**config.mk**
```make
export PLATFORM = sky130hd
export DESIGN_NAME = wall_state_ctrl
export DESIGN_NICKNAME = d
export VERILOG_FILES = /design/src/rtl/wall_state_ctrl.sv
export SDC_FILE = /design/constraint.sdc
export NUM_CORES = 1
export LEC_CHECK = 0
export ABC_AREA = 1
export BUFFER_PORTS_ARGS = -buffer_cell sky130_fd_sc_hd__buf_2
export CORE_MARGIN = 2
export CORE_UTILIZATION = 50
export CTS_CLUSTER_SIZE = 12
export DETAILED_ROUTE_END_ITERATION = 6
export GPL_ROUTABILITY_DRIVEN = 1
export PLACE_DENSITY = 0.75
export SLEW_MARGIN = 20
export SYNTH_ARGS = -nofsm -noshare
export SYNTH_HDL_FRONTEND = slang
export SYNTH_SLANG_ARGS = --single-unit
```
**constraint.sdc**
```tcl
create_clock -name clk -period 2.37 [get_ports clk]
set_input_delay 0.474 -clock clk [delete_from_list [all_inputs] [get_ports clk]]
set_output_delay 0.474 -clock clk [all_outputs]
set_load 0.01 [all_outputs]
```
**src/rtl/wall_state_ctrl.sv**
```systemverilog
// ---------------------------------------------------------------------------
// wall_state_ctrl
//
// Game-logic stage feeding the wall sprite renderers. Tracks the hit points
// and life state (ALIVE / FLASH / DYING / DEAD) of each defensive wall. It
// applies projectile hits from the collision logic and steps the per-wall
// flash timers on the frame tick. A wall flashes (freeze high) after every
// hit. Once its HP is exhausted and the final flash ends, it disappears
// (enable low).
//
// Optional feature macro: WALL_REGEN_EN
//   When defined, an ALIVE wall with 0 < HP < WALL_HP regains one HP every
//   REGEN_FRAMES frame ticks. When undefined, HP only ever decreases.
//
// Ports:
//   clk            in   1            system clock
//   rst_n          in   1            synchronous active-low reset
//   frame_tick     in   1            one-cycle pulse per frame
//   restart        in   1            one-cycle pulse; restores all walls
//   hit_valid      in   1            one-cycle pulse; a projectile hit a wall
//   hit_idx        in   3            index of the wall that was hit
//   hit_accepted   out  1            pulse; the hit changed wall state
//   wall_enable    out  NUM_WALLS    per-wall renderer enable
//   wall_freeze    out  NUM_WALLS    per-wall renderer freeze/flash
//   wall_hp        out  NUM_WALLS*4  packed HP; wall i at [4i+3:4i]
//   all_destroyed  out  1            high while every wall is DEAD
//
// All outputs are registered and reflect an input event one cycle later.
// ---------------------------------------------------------------------------
module wall_state_ctrl #(
    parameter int NUM_WALLS    = 4,
    parameter int WALL_HP      = 4,
    parameter int FLASH_FRAMES = 8,
    parameter int REGEN_FRAMES = 120
) (
    input  logic                   clk,
    input  logic                   rst_n,
    input  logic                   frame_tick,
    input  logic                   restart,
    input  logic                   hit_valid,
    input  logic [2:0]             hit_idx,
    output logic                   hit_accepted,
    output logic [NUM_WALLS-1:0]   wall_enable,
    output logic [NUM_WALLS-1:0]   wall_freeze,
    output logic [NUM_WALLS*4-1:0] wall_hp,
    output logic                   all_destroyed
);

    typedef enum logic [1:0] {
        ST_ALIVE = 2'd0,
        ST_FLASH = 2'd1,
        ST_DYING = 2'd2,
        ST_DEAD  = 2'd3
    } wall_state_t;

    localparam logic [3:0] HP_INIT    = 4'(WALL_HP);
    localparam logic [5:0] FLASH_INIT = 6'(FLASH_FRAMES);

    // Elaboration-time legality check of the configuration.
    if (NUM_WALLS < 1 || NUM_WALLS > 8 || WALL_HP < 1 || WALL_HP > 15 ||
        FLASH_FRAMES < 1 || FLASH_FRAMES > 63 ||
        REGEN_FRAMES < 1 || REGEN_FRAMES > 255) begin : g_bad_params
        $error("wall_state_ctrl: parameter out of range");
    end

    // Per-wall state
    wall_state_t r_state     [NUM_WALLS];
    wall_state_t w_state_nxt [NUM_WALLS];
    logic [3:0]  r_hp        [NUM_WALLS];
    logic [3:0]  w_hp_nxt    [NUM_WALLS];
    logic [5:0]  r_flash     [NUM_WALLS];
    logic [5:0]  w_flash_nxt [NUM_WALLS];
`ifdef WALL_REGEN_EN
    localparam logic [7:0] REGEN_LAST = 8'(REGEN_FRAMES - 1);
    logic [7:0]  r_regen     [NUM_WALLS];
    logic [7:0]  w_regen_nxt [NUM_WALLS];
`endif

    // Registered outputs and their next values
    logic                   r_hit_accepted;
    logic [NUM_WALLS-1:0]   r_wall_enable;
    logic [NUM_WALLS-1:0]   r_wall_freeze;
    logic [NUM_WALLS*4-1:0] r_wall_hp;
    logic                   r_all_destroyed;

    logic                   w_hit_accepted;
    logic [NUM_WALLS-1:0]   w_wall_enable;
    logic [NUM_WALLS-1:0]   w_wall_freeze;
    logic [NUM_WALLS*4-1:0] w_wall_hp;
    logic [NUM_WALLS-1:0]   w_hit_sel;

    // One-hot hit decode. An index >= NUM_WALLS matches no wall, so
    // out-of-range hits fall out naturally and are ignored.
    always_comb begin
        w_hit_sel = '0;
        for (int i = 0; i < NUM_WALLS; i++) begin
            w_hit_sel[i] = hit_valid && (int'(hit_idx) == i);
        end
    end

    // Next-state and next-output logic.
    // NOTE: every variable gets a default at the top of the block so that no
    // path leaves it unassigned; otherwise synthesis would infer a latch.
    always_comb begin
        w_hit_accepted = 1'b0;
        w_wall_enable  = '0;
        w_wall_freeze  = '0;
        w_wall_hp      = '0;
        for (int i = 0; i < NUM_WALLS; i++) begin
            w_state_nxt[i] = r_state[i];
            w_hp_nxt[i]    = r_hp[i];
            w_flash_nxt[i] = r_flash[i];
`ifdef WALL_REGEN_EN
            w_regen_nxt[i] = r_regen[i];
`endif
            if (restart) begin
                w_state_nxt[i] = ST_ALIVE;
                w_hp_nxt[i]    = HP_INIT;
                w_flash_nxt[i] = '0;
`ifdef WALL_REGEN_EN
                w_regen_nxt[i] = '0;
`endif
            end else begin
                case (r_state[i])
                    ST_ALIVE, ST_FLASH: begin
                        // A hit takes priority over the tick on this wall:
                        // the flash timer reloads instead of counting down.
                        if (w_hit_sel[i] && r_hp[i] != 4'd0) begin
                            w_hit_accepted = 1'b1;
                            w_hp_nxt[i]    = r_hp[i] - 4'd1;
                            w_flash_nxt[i] = FLASH_INIT;
                            w_state_nxt[i] = (r_hp[i] == 4'd1) ? ST_DYING : ST_FLASH;
`ifdef WALL_REGEN_EN
                            w_regen_nxt[i] = '0;
`endif
                        end else if (frame_tick) begin
                            if (r_state[i] == ST_FLASH) begin
                                if (r_flash[i] != 6'd0) begin
                                    w_flash_nxt[i] = r_flash[i] - 6'd1;
                                    if (r_flash[i] == 6'd1) begin
                                        w_state_nxt[i] = ST_ALIVE;
                                    end
                                end
                            end
`ifdef WALL_REGEN_EN
                            else if (r_hp[i] != 4'd0 && r_hp[i] < HP_INIT) begin
                                if (r_regen[i] == REGEN_LAST) begin
                                    w_hp_nxt[i]    = r_hp[i] + 4'd1;
                                    w_regen_nxt[i] = '0;
                                end else begin
                                    w_regen_nxt[i] = r_regen[i] + 8'd1;
                                end
                            end
`endif
                        end
                    end
                    ST_DYING: begin
                        if (frame_tick && r_flash[i] != 6'd0) begin
                            w_flash_nxt[i] = r_flash[i] - 6'd1;
                            if (r_flash[i] == 6'd1) begin
                                w_state_nxt[i] = ST_DEAD;
                            end
                        end
                    end
                    default: begin
                        // DEAD: hold with HP=0 until restart or reset.
                    end
                endcase
            end
            w_wall_enable[i]     = (w_state_nxt[i] != ST_DEAD);
            w_wall_freeze[i]     = (w_state_nxt[i] == ST_FLASH) ||
                                   (w_state_nxt[i] == ST_DYING);
            w_wall_hp[i*4 +: 4]  = w_hp_nxt[i];
        end
    end

    // State and output registers.
    // NOTE: sequential state uses non-blocking assignments so that every
    // register samples its inputs from before the clock edge.
    always_ff @(posedge clk) begin
        if (!rst_n) begin
            // The per-wall arrays are a handful of flops rather than a RAM,
            // so they are all cleared explicitly.
            for (int i = 0; i < NUM_WALLS; i++) begin
                r_state[i] <= ST_ALIVE;
                r_hp[i]    <= HP_INIT;
                r_flash[i] <= '0;
`ifdef WALL_REGEN_EN
                r_regen[i] <= '0;
`endif
            end
            r_hit_accepted  <= 1'b0;
            r_wall_enable   <= '1;
            r_wall_freeze   <= '0;
            r_wall_hp       <= {NUM_WALLS{HP_INIT}};
            r_all_destroyed <= 1'b0;
        end else begin
            for (int i = 0; i < NUM_WALLS; i++) begin
                r_state[i] <= w_state_nxt[i];
                r_hp[i]    <= w_hp_nxt[i];
                r_flash[i] <= w_flash_nxt[i];
`ifdef WALL_REGEN_EN
                r_regen[i] <= w_regen_nxt[i];
`endif
            end
            r_hit_accepted  <= w_hit_accepted;
            r_wall_enable   <= w_wall_enable;
            r_wall_freeze   <= w_wall_freeze;
            r_wall_hp       <= w_wall_hp;
            r_all_destroyed <= (w_wall_enable == '0);
        end
    end

    assign hit_accepted  = r_hit_accepted;
    assign wall_enable   = r_wall_enable;
    assign wall_freeze   = r_wall_freeze;
    assign wall_hp       = r_wall_hp;
    assign all_destroyed = r_all_destroyed;

endmodule

```
# Yosys cells after proc, flatten, opt, wreduce, memory -nomap -nowiden
# Memory sizes are Yosys's and may differ from the RTL's.
# Index checks and enable logic that the tools add are counted.
classes:
  n_bitwise: 12
  n_addsub: 8
  reduce_logical: 34
  eq_ne: 31
  mux: 106
ops:
  columns: ["op", "count"]
  rows:
  - ["6-bit two-way mux", 28]
  - ["2-bit two-way mux", 40]
  - ["4-bit two-way mux", 16]
  - ["6-bit one-hot mux with 2 select lines", 4]
  - ["6-bit by 1-bit equality test with 1-bit output, second input constant", 4]
  - ["6-bit nonzero test", 4]
  - ["6-bit by 1-bit subtractor with 6-bit output, second input constant", 4]
  - ["2-bit by 1-bit equality test with 1-bit output, second input constant", 8]
  - ["2-bit equality test, second input constant", 8]
  - ["4-bit by 1-bit equality test with 1-bit output, second input constant", 4]
  - ["2-bit one-hot mux with 2 select lines", 4]
  - ["4-bit nonzero test", 4]
  - ["4-bit by 1-bit subtractor with 4-bit output, second input constant", 4]
  - ["1-bit two-way mux", 14]
  - ["1-bit logical AND", 12]
  - ["1-bit OR", 12]
  - ["2-bit zero test", 4]
  - ["2-bit inequality test, second input constant", 4]
  - ["2-bit OR reduction", 4]
  - ["3-bit equality test, second input constant", 2]
  - ["4-bit zero test", 1]
  - ["1-bit logical OR", 4]
  - ["3-bit by 2-bit equality test with 1-bit output, second input constant", 1]
  - ["3-bit zero test", 1]
word_totals:
  register_bits: 26
  input_bits: 8
  mem_count: 3
  ram_bits: 48
mem_list:
  columns: ["name", "words", "word_bits", "read_ports", "rd_clocked_by_memory_dff", "write_ports", "line", "text"]
  rows:
  - ["r_flash", 4, 6, 4, 0, 4, "71", "logic [5:0] r_flash [NUM_WALLS];"]
  - ["r_hp", 4, 4, 4, 0, 4, "69", "logic [3:0] r_hp [NUM_WALLS];"]
  - ["r_state", 4, 2, 4, 0, 4, "67", "wall_state_t r_state [NUM_WALLS];"]

# Longest topological paths before layout
# Gate-level depths: netlist (run 1).
logic_depth:
  ltp_word: 15
  ltp_mapped: 12

# Worst setup path after synthesis (run 1)
# OpenSTA, ideal clock, no wires.
synth_path:
  path_kind: "input to register"
  from: "in hit_idx[2]"
  to: "reg r_wall_freeze[0] (netlist: wall_freeze[0])"
  required_ps: 2261
  arrival_ps: 1699
  path_buffers: 0
  setup_slack_ps: 562
  cell_stages: 11
  cell_sequence: "inv_1 nand2_2 nor3_1 nand2_1 o21ai_0 inv_1 nand2_1 a21oi_1 ha_1 nand2_1 inv_1"
synth_rtl:
  columns: ["element", "line", "text"]
  rows:
  - ["start: declaration", "41", "input logic [2:0] hit_idx,"]
  - ["end signal: assignment", "208", "r_wall_freeze <= w_wall_freeze;"]
  - ["end: declaration", "82", "logic [NUM_WALLS-1:0] r_wall_freeze;"]

==> impl_metrics.tcl, run 1 <==
set metrics [dict create \
    outcome "complete, no violations" \
    fin_crit_sh 0.8041 \
    worstSkewPairLatency_ns 0.34 \
    syn-num-nets 475 \
    slew_viol_final 0 \
    grtUsageTotal 0.1904 \
    switching_share 0.2490 \
    io_buffers 33 \
    numCtsBuffers 9 \
    avgSynthCellArea_um2 7.083 \
    final.min_clock_period_ns 1.906 \
    hold_class "primary input to register" \
    ctsRootBufferMaster "clkbuf_8" \
    ys.warnings.count 0 \
    routed_via_density 5.004 \
    final_common_cell "nand2_1" \
    fin_skew_ns 0.007848 \
    internal-power_mw 1.509 \
    path_class "primary input to register" \
    cts_resized 0 \
    routed_wl_mm 6.232 \
    endpoint_kind "register" \
    pwr-share-clk 0.437 \
    die_y_um 83.13 \
    layout-drive-gt1-share 0.1505 \
    path_clk_slew_ns 0.06 \
    core_um2 5991 \
    drcViolationCount 0 \
    crit_fanout 5 \
    rsz0062_at_grt "false" \
    crit_required_ns 2.61 \
    cts_sinks 58 \
    yosysUniqueCellTypes 27 \
    fmax_mhz 524.8 \
    cts_tree "built" \
    setup_violations 0 \
    drtAntennaViolNets 0 \
    p_per_area_nw_per_um2 566.1 \
    holdWs_ns 0.3876 \
    place_ws_ns 0.1665 \
    combPwrFrac 0.068 \
    cts_hold_buf 0 \
    antenna_found_initial 0 \
    grt_max_degree 21 \
    post_cts_buffers 0 \
    layout_common_cells "95 x nand2_1, 62 x nor2_1, 60 x inv_1" \
    gp_congestion 0.8442 \
    die_x_um 83.13 \
    grt_first_pass_wirelength_mm 10.75 \
    drtIter0Drc 80 \
    drt-pass1-iter-count 5 \
    wire_per_inst_um 11.13 \
    clock_path_buffers 2 \
    initial_core_util 0.5226 \
    dpl.hpwl_mm 4.668 \
    maxCapViolations 0 \
    irDropWorstVdd_mv 0.3853 \
    critPathLaunchType "primary input" \
    p_leak_nw 1.626 \
    setup_ws_ns 0.4644 \
    antenna_cells 0 \
    hold_viol_final 0 \
    area_growth_pct 13.35 \
    slew-limit-headroom 0.5185 \
    postSynthCellCount 442 \
    synth-seq-cells 58 \
    seq_area_frac_synth 0.3709 \
    vias 2802 \
    syn_area_um2 3131 \
    overflow 0 \
    dieArea_um2 6910 \
    finalNetCount 513 \
    rows 28 \
    worstPathArrival_ns 2.15 \
    net-switching-power_uw 500.1 \
    grt_pass1_vias 2580 \
    num_io_pins 34 \
    pwr-share-seq 0.495 \
    worst_slew_pin_slew_ns 0.7214 \
    setup_tns_ns 0 \
    htreeDepth 3 \
]
-- through the flow --
step / area (um^2) / total power [mW] / std cells / utilization
2_1_floorplan: 3131 / 1.117 / 442 / -
3_3_place_gp: 3363 / 1.149 / 544 / 0.5614
3_5_place_dp: 3363 / 1.153 / 544 / 0.5614
4_1_cts: 3548 / 2.038 / 560 / 0.5923
5_1_grt: 3548 / 2.102 / 560 / 0.5923
6_report: 3548 / 2.009 / 560 / 0.5923
-- synth_stat cells --
cell      count  area [um^2]
nand2_1      95        356.6
nor2_1       62        232.7
inv_1        60        225.2
dfxtp_1      58         1161
a21oi_1      37        185.2
o21ai_0      29        145.1
ha_1         25        312.8
nand3_1      25        125.1
nand3_2       8        80.08
o21bai_1      5        37.54
clkbuf_1      4        15.01
inv_2         4        15.01
nand4_1       4        25.02
buf_2         3        15.01
nand2_4       3        33.78
xnor2_1       3        26.28
nand2_2       2        12.51
nand3b_1      2        15.01
nor2_2        2        12.51
nor3_1        2        10.01
nor3_4        2        32.53
o21ai_1       2        10.01
a31o_2        1        8.760
buf_6         1        11.26
nor3_2        1        10.01
o31ai_1       1        7.510
xor2_1        1        8.760
-- power by group through the flow --
| stage | Sequential, mW | Clock, mW | Combinational [mW] |
|---|---|---|---|
| global route | 0.996 | 0.950 | 0.156 |
| floorplan | 1.02 | 0 | 0.0997 |
| detailed placement | 1.02 | 0 | 0.136 |
| CTS | 0.995 | 0.906 | 0.137 |
| global placement | 1.02 | 0 | 0.133 |
| finish | 0.995 | 0.878 | 0.136 |
-- worst paths after layout --
check	from	to	slack [ns]	depth (start not counted)
max	hit_idx[2]	wall_freeze[0]$_SDFF_PN0_	0.46	12
min	rst_n	wall_enable[2]$_SDFF_PN1_	0.39	2
max reg2reg	wall_hp[0]$_SDFFE_PP0N_	wall_freeze[0]$_SDFF_PN0_	0.52	11
min reg2reg	r_flash[2][2]$_SDFFE_PP0P_	r_flash[2][2]$_SDFFE_PP0P_	0.49	2
-- registers in the layout, summed over array words and instances (netlist names) --
name / count
r_state: 8
wall_hp: 15
r_hp: 1
wall_freeze: 4
wall_enable: 4
all_destroyed: 1
r_flash: 24
hit_accepted: 1
-- cell families after synthesis --
group | count (synthesis) | share of synthesized area
AO/OA/AOI/OAI | 75 | 0.1259
XOR/XNOR | 4 | 0.01119
buffers and inverters | 72 | 0.08992
AND/OR/NAND/NOR | 208 | 0.3022
adder cells (fa/ha/maj) | 25 | 0.09992
flip-flops | 58 | 0.3709
-- worst max-delay path, stage by stage --
cell and delay, ns:
buf_2 0.10, inv_1 0.05, nand2_2 0.10, nor3_1 0.37, nand2_1 0.20, o21ai_0 0.19, inv_1 0.09, nand2_1 0.10
a21oi_1 0.07, ha_1 0.29, nand2_1 0.06, inv_1 0.04
-- routing by layer --
metal | vias up | GRT usage | share of wire | routed length (um)
met5 | - | 0 | 0 | 0
met4 | 0 | 0.08942 | 0.023 | 144
met3 | 10 | 0.04672 | 0.036 | 226
met2 | 38 | 0.3145 | 0.46 | 2881
met1 | 1276 | 0.2325 | 0.48 | 2980
li1 | 1478 | - | - | -
-- cell type report --
type	instances	area [um^2]
clock buffers	10	127.6
clock inverters	6	57.56
fillers	574	2442
inverters	64	240.2
multi-input cells	312	1688
flip-flops and latches	58	1161
well taps	75	93.84
repair buffers	35	180.2
(Power assumes the default switching activity.)
==> run 2: changes to the inputs <==
==> constraint.sdc (replaced) <==
create_clock -name clk -period 1.9 [get_ports clk]
set_input_delay 0.38 -clock clk [delete_from_list [all_inputs] [get_ports clk]]
set_output_delay 0.38 -clock clk [all_outputs]
set_load 0.01 [all_outputs]
==> impl_metrics.tcl, run 2 (same netlist as run 1, synthesis figures left out) <==
set metrics [dict create \
    htreeDepth 3 \
    path_clk_slew_ns 0.06 \
    largest_reg_flops 24 \
    maxCapViolations 0 \
    p_total_mw 2.418 \
    combPwrFrac 0.073 \
    final.min_clock_period_ns 1.763 \
    internal-power_mw 1.821 \
    grt_first_pass_wirelength_mm 11.19 \
    pwr-share-clk 0.414 \
    initial_core_util 0.5226 \
    core_um2 5991 \
    grtUsageTotal 0.1958 \
    outcome "complete, no violations" \
    die_y_um 83.13 \
    final_common_cell "nand2_1" \
    antenna_cells 0 \
    drtIter0Drc 126 \
    switching_share 0.2467 \
    routed_via_density 4.933 \
    hold_viol_final 0 \
    critPathLaunchType "register" \
    fmax_mhz 567.2 \
    numCtsBuffers 9 \
    dieArea_um2 6910 \
    setup_ws_ns 0.1369 \
    regArea_um2 1167 \
    layout-drive-gt1-share 0.1772 \
    pwr-share-seq 0.513 \
    die_x_um 83.13 \
    fin_util 0.6009 \
    p_per_area_nw_per_um2 671.6 \
    clock_path_buffers 2 \
    endpoint_kind "register" \
    fin_cells 566 \
    drt-pass1-iter-count 4 \
    gp_congestion 0.8405 \
    p_leak_nw 1.661 \
    fin_skew_ns 0.006465 \
    grt_max_degree 21 \
    num_io_pins 34 \
    vias 2792 \
    slew-limit-headroom 0.5436 \
    rrSetupSlack_ns 0.14 \
    finalNetCount 520 \
    rows 28 \
    wire_per_inst_um 11.16 \
    worst_slew_pin_slew_ns 0.6838 \
    worstPathArrival_ns 2.00 \
    hold_class "primary input to register" \
    dpl.hpwl_mm 4.706 \
    worstSkewPairLatency_ns 0.33 \
    cts_tree "built" \
    irDropWorstVdd_mv 0.4442 \
    dp_cells 551 \
    drcViolationCount 0 \
    multi_input_area_um2 1695 \
    nFillCells 521 \
    drtAntennaViolNets 0 \
    setup_violations 0 \
    io_buffers 33 \
    grt_pass1_vias 2684 \
    cts_hold_buf 0 \
    net-switching-power_uw 596.4 \
    cts_sinks 58 \
    crit_fanout 4 \
    antenna_found_initial 0 \
    regMostFlops "r_flash" \
    path_class "register to register" \
    fin_crit_sh 0.9280 \
    area_growth_pct 14.99 \
    ctsRootBufferMaster "clkbuf_8" \
    layout_common_cells "93 x nand2_1, 61 x nor2_1, 60 x inv_1" \
    crit_required_ns 2.14 \
    overflow 0 \
    routed_wl_mm 6.316 \
    place_ws_ns -0.02579 \
    slew_viol_final 0 \
]
-- run 2: cell count changes in the layout (fill, tap and decap cells not counted), sizes merged --
cell / previous run / this run
buf: 35 / 42
bufinv: 1 / 0
clkbuf: 10 / 12
clkinv: 4 / 3
clkinvlp: 1 / 0
-- run 2: final timing paths --
path	start	to	cells after the start
min reg2reg	wall_hp[12]$_SDFFE_PP0P_	wall_hp[12]$_SDFFE_PP0P_	1
min	rst_n	wall_enable[1]$_SDFF_PN1_	2
max	r_flash[0][0]$_SDFFE_PP0P_	wall_freeze[0]$_SDFF_PN0_	10
max reg2reg	r_flash[0][0]$_SDFFE_PP0P_	wall_freeze[0]$_SDFF_PN0_	10
-- run 2: stage by stage --
stage	TNS, ns	hold WS (ns)	cell area (um^2)
final	0	0.3180	3600
after global routing	-0.0004321	0.3164	3600
after CTS	0	0.3052	3586
after detailed placement	-0.02579	0.4885	3416
after global placement	0	0.4750	3416
after floorplan	0	0.4595	3131
-- run 2: layout make-up --
| cell class | instances | area share |
|---|---|---|
| multi-input cells | 312 | 0.4710 |
| flip-flops and latches | 58 | 0.3243 |
| inverters | 64 | 0.06674 |
| repair buffers | 42 | 0.06465 |
| clock buffers | 12 | 0.04310 |
| well taps | 75 | 0.02607 |
| clock inverters | 3 | 0.004171 |
-- run 2: power groups by stage --
stage	clock network, mW	registers (mW)	logic, mW
after global routing	1.08	1.24	0.202
after CTS	1.02	1.24	0.176
after detailed placement	0	1.27	0.175
after global placement	0	1.27	0.171
after floorplan	0	1.27	0.124
final	1.00	1.24	0.176
-- run 2: layer usage --
layer	part of all wire	GRT usage
met4	0.013	0.09091
met3	0.030	0.03777
met5	0	0
met2	0.46	0.3343
met1	0.49	0.2367
-- run 2: critical path, cell delays in order, from the launching register on --
cell and delay (ns):
dfxtp_1 0.36, inv_1 0.10, ha_1 0.20, nand3_1 0.11, nand2_1 0.07, nor2_1 0.15
o21ai_0 0.14, a21oi_1 0.19, ha_1 0.24, nand2_1 0.07, inv_1 0.04
-- run 2: repair_timing --
action                                  in CTS  in global routing
resized for setup                            0                 10
setup buffers                                0                  0
hold endpoints to repair                     0                  0
endpoints found under the setup margin       0                  4
==> run 3: changes to the inputs <==
--- a/config.mk
+++ b/config.mk
@@ -5,7 +5,6 @@
 export SDC_FILE = /design/constraint.sdc
 export NUM_CORES = 1
 export LEC_CHECK = 0
-export ABC_AREA = 1
 export BUFFER_PORTS_ARGS = -buffer_cell sky130_fd_sc_hd__buf_2
 export CORE_MARGIN = 2
 export CORE_UTILIZATION = 50
==> impl_metrics.tcl, run 3 <==
set metrics [dict create \
    ys_async_sr_fraction 0 \
    crit_required_ns 2.14 \
    slew-limit-headroom 0.7141 \
    crit_fanout 4 \
    clock_path_buffers 2 \
    grt_pass1_vias 2828 \
    hold_class "primary input to register" \
    ys.warnings.count 0 \
    maxCapViolations 0 \
    worstSkewPairLatency_ns 0.34 \
    fin_cells 526 \
    layout-drive-gt1-share 0.3525 \
    synth_area_leaders "dfxtp_1 37%, ha_1 10%, or3_1 3.4%" \
    regArea_um2 1179 \
    worstPathArrival_ns 2.19 \
    antenna_found_initial 0 \
    seq_area_frac_synth 0.3719 \
    finalNetCount 479 \
    reg2reg_depth 8 \
    routed_via_density 5.572 \
    ctsRootBufferMaster "clkbuf_8" \
    drt-pass1-iter-count 4 \
    syn-num-nets 390 \
    endpoint_kind "register" \
    wire_per_inst_um 14.81 \
    hold_viol_final 0 \
    nFillCells 449 \
    rrSetupSlack_ns -0.05 \
    die_x_um 83.02 \
    holdPathStages 2 \
    synthFlopType "dfxtp_1" \
    slew_viol_final 0 \
    drtIter0Drc 143 \
    r2r_start "wall_hp[12]$_SDFFE_PP0P_" \
    regMostFlops "r_flash" \
    violations "negative setup slack" \
    setup_violations 3 \
    core_um2 5991 \
    path_class "register to register" \
    synth-edff-count 0 \
    synth.largest_area_cell "dfxtp_1" \
    antenna_cells 0 \
    gp_congestion 0.8555 \
    yosysMostFrequentCell "dfxtp_1" \
    rows 28 \
    r2r_end "wall_freeze[3]$_SDFF_PN0_" \
    io_buffers 33 \
    htreeDepth 3 \
    largest_reg_flops 24 \
    final.min_clock_period_ns 1.954 \
    drcViolationCount 0 \
    num_io_pins 34 \
    fmax_mhz 511.8 \
    grt_first_pass_wirelength_mm 12.67 \
    hold_start "rst_n" \
    final_common_cell "buf_4" \
    setup_ws_ns -0.05401 \
    synth_common_cells "58 x dfxtp_1, 28 x nor2_1, 25 x ha_1" \
    initial_core_util 0.5211 \
    fin_crit_sh 1.028 \
    drtAntennaViolNets 0 \
    grtUsageTotal 0.2225 \
    postSynthCellCount 357 \
    synth-seq-cells 58 \
    dpl.hpwl_mm 5.371 \
    avgSynthCellArea_um2 8.744 \
    die_y_um 83.02 \
    layout_common_cells "57 x buf_4, 52 x dfxtp_1, 33 x buf_2" \
    yosysUniqueCellTypes 50 \
    multi_input_area_um2 1993 \
    path_clk_slew_ns 0.07 \
    area_growth_pct 35.87 \
    vias 2931 \
    irDropWorstVdd_mv 0.7353 \
    setup_tns_ns -0.1019 \
    cts_sinks 58 \
    syn_area_um2 3122 \
    dp_cells 507 \
    place_ws_ns -0.09875 \
    synth.top_cell.area_share 0.3719 \
    p_per_area_nw_per_um2 679.0 \
    fin_util 0.7080 \
    critPathLaunchType "register" \
    numCtsBuffers 9 \
    fin_skew_ns 0.006632 \
    min_to "wall_enable[2]$_SDFF_PN1_" \
    p_leak_nw 1.726 \
    grt_max_degree 22 \
    cts_tree "built" \
    worst_slew_pin_slew_ns 0.4255 \
    outcome "complete, but fails checks" \
    rsz0062_at_grt "true" \
    dieArea_um2 6891 \
    routed_wl_mm 7.789 \
    overflow 0 \
]
[run 3: changes by cell type in the layout (fill, tap and decap cells not counted), sizes merged, moves of 9 or more]
cell	previous run	this run
a21oi	37	21
a31oi	0	9
buf	42	92
inv	64	23
nand2	100	16
nand3	33	13
nor2	64	28
nor3	5	16
o21ai	31	14
or3	0	19
or4	0	9
[run 3: worst max-delay path by stage]
stage	end	slack, ns	from	depth (start not counted)
6_report	wall_freeze[3]$_SDFF_PN0_	-0.05	wall_hp[12]$_SDFFE_PP0P_	8
3_3_place_gp	r_flash[0][1]$_SDFFE_PP0P_	-0.07	hit_idx[0]	5
3_5_place_dp	r_flash[0][1]$_SDFFE_PP0P_	-0.1	hit_idx[0]	5
4_1_cts	wall_freeze[3]$_SDFF_PN0_	-0.06	wall_hp[12]$_SDFFE_PP0P_	8
5_1_grt	wall_freeze[3]$_SDFF_PN0_	-0.13	wall_hp[12]$_SDFFE_PP0P_	8
2_1_floorplan	r_flash[0][0]$_SDFFE_PP0P_	-0.07	hit_idx[0]	6
[run 3: cells by family (layout without fill, tap and decap cells)]
group	Yosys count	count (layout)	synth area share
AND/OR/NAND/NOR	138	139	0.2533
AO/OA/AOI/OAI	75	75	0.1587
flip-flops	58	58	0.3719
buffers and inverters	38	131	0.04850
adder cells (fa/ha/maj)	25	25	0.1002
XOR/XNOR	17	17	0.04769
multiplexers	6	6	0.01964
[run 3: worst max-delay path: stages, from the launching register on]
cell and delay [ns]:
dfxtp_4 0.35, inv_2 0.04, ha_4 0.15, or4b_4 0.48, o21ba_4 0.22, nand3b_1 0.11, a31oi_1 0.10, ha_2 0.26
and2_4 0.15
[run 3: layout make-up]
type,instances,area share
Inverter,23,0.02153
Multi-Input combinational cell,262,0.4699
Timing Repair Buffer,92,0.1493
Clock inverter,5,0.02360
Tap cell,75,0.02212
Sequential cell,58,0.2779
Clock buffer,11,0.03569
[run 3: power by group]
| group | total [mW] | internal, mW | switching [mW] |
|---|---|---|---|
| clock | 1.45 | 0.938 | 0.509 |
| sequential | 1.23 | 1.22 | 0.00909 |
| combinational | 0.201 | 0.0928 | 0.108 |
| total | 2.88 | 2.25 | 0.626 |
[run 3: timing repair]
action / CTS / global route
pin swaps: 8 / 10
gates cloned: 0 / 1
resized for setup: 13 / 18
setup endpoints to repair: 7 / 13
hold buffers: 0 / 0
setup buffers: 2 / 1
[run 3: through the flow]
step,total power [mW],area (um^2),hold slack [ns]
after CTS,2.887,4172,0.3004
after detailed placement,1.446,3857,0.4652
after global placement,1.440,3857,0.4615
after floorplan,1.368,3217,0.4467
after global routing,2.967,4242,0.3253
final,2.880,4242,0.3101
[run 3: layer usage]
layer	vias up	GRT usage	share of wire
met5	-	0	0
met4	0	0.09836	0.023
met3	17	0.04473	0.044
met2	65	0.3864	0.50
met1	1372	0.2646	0.44
li1	1477	-	-
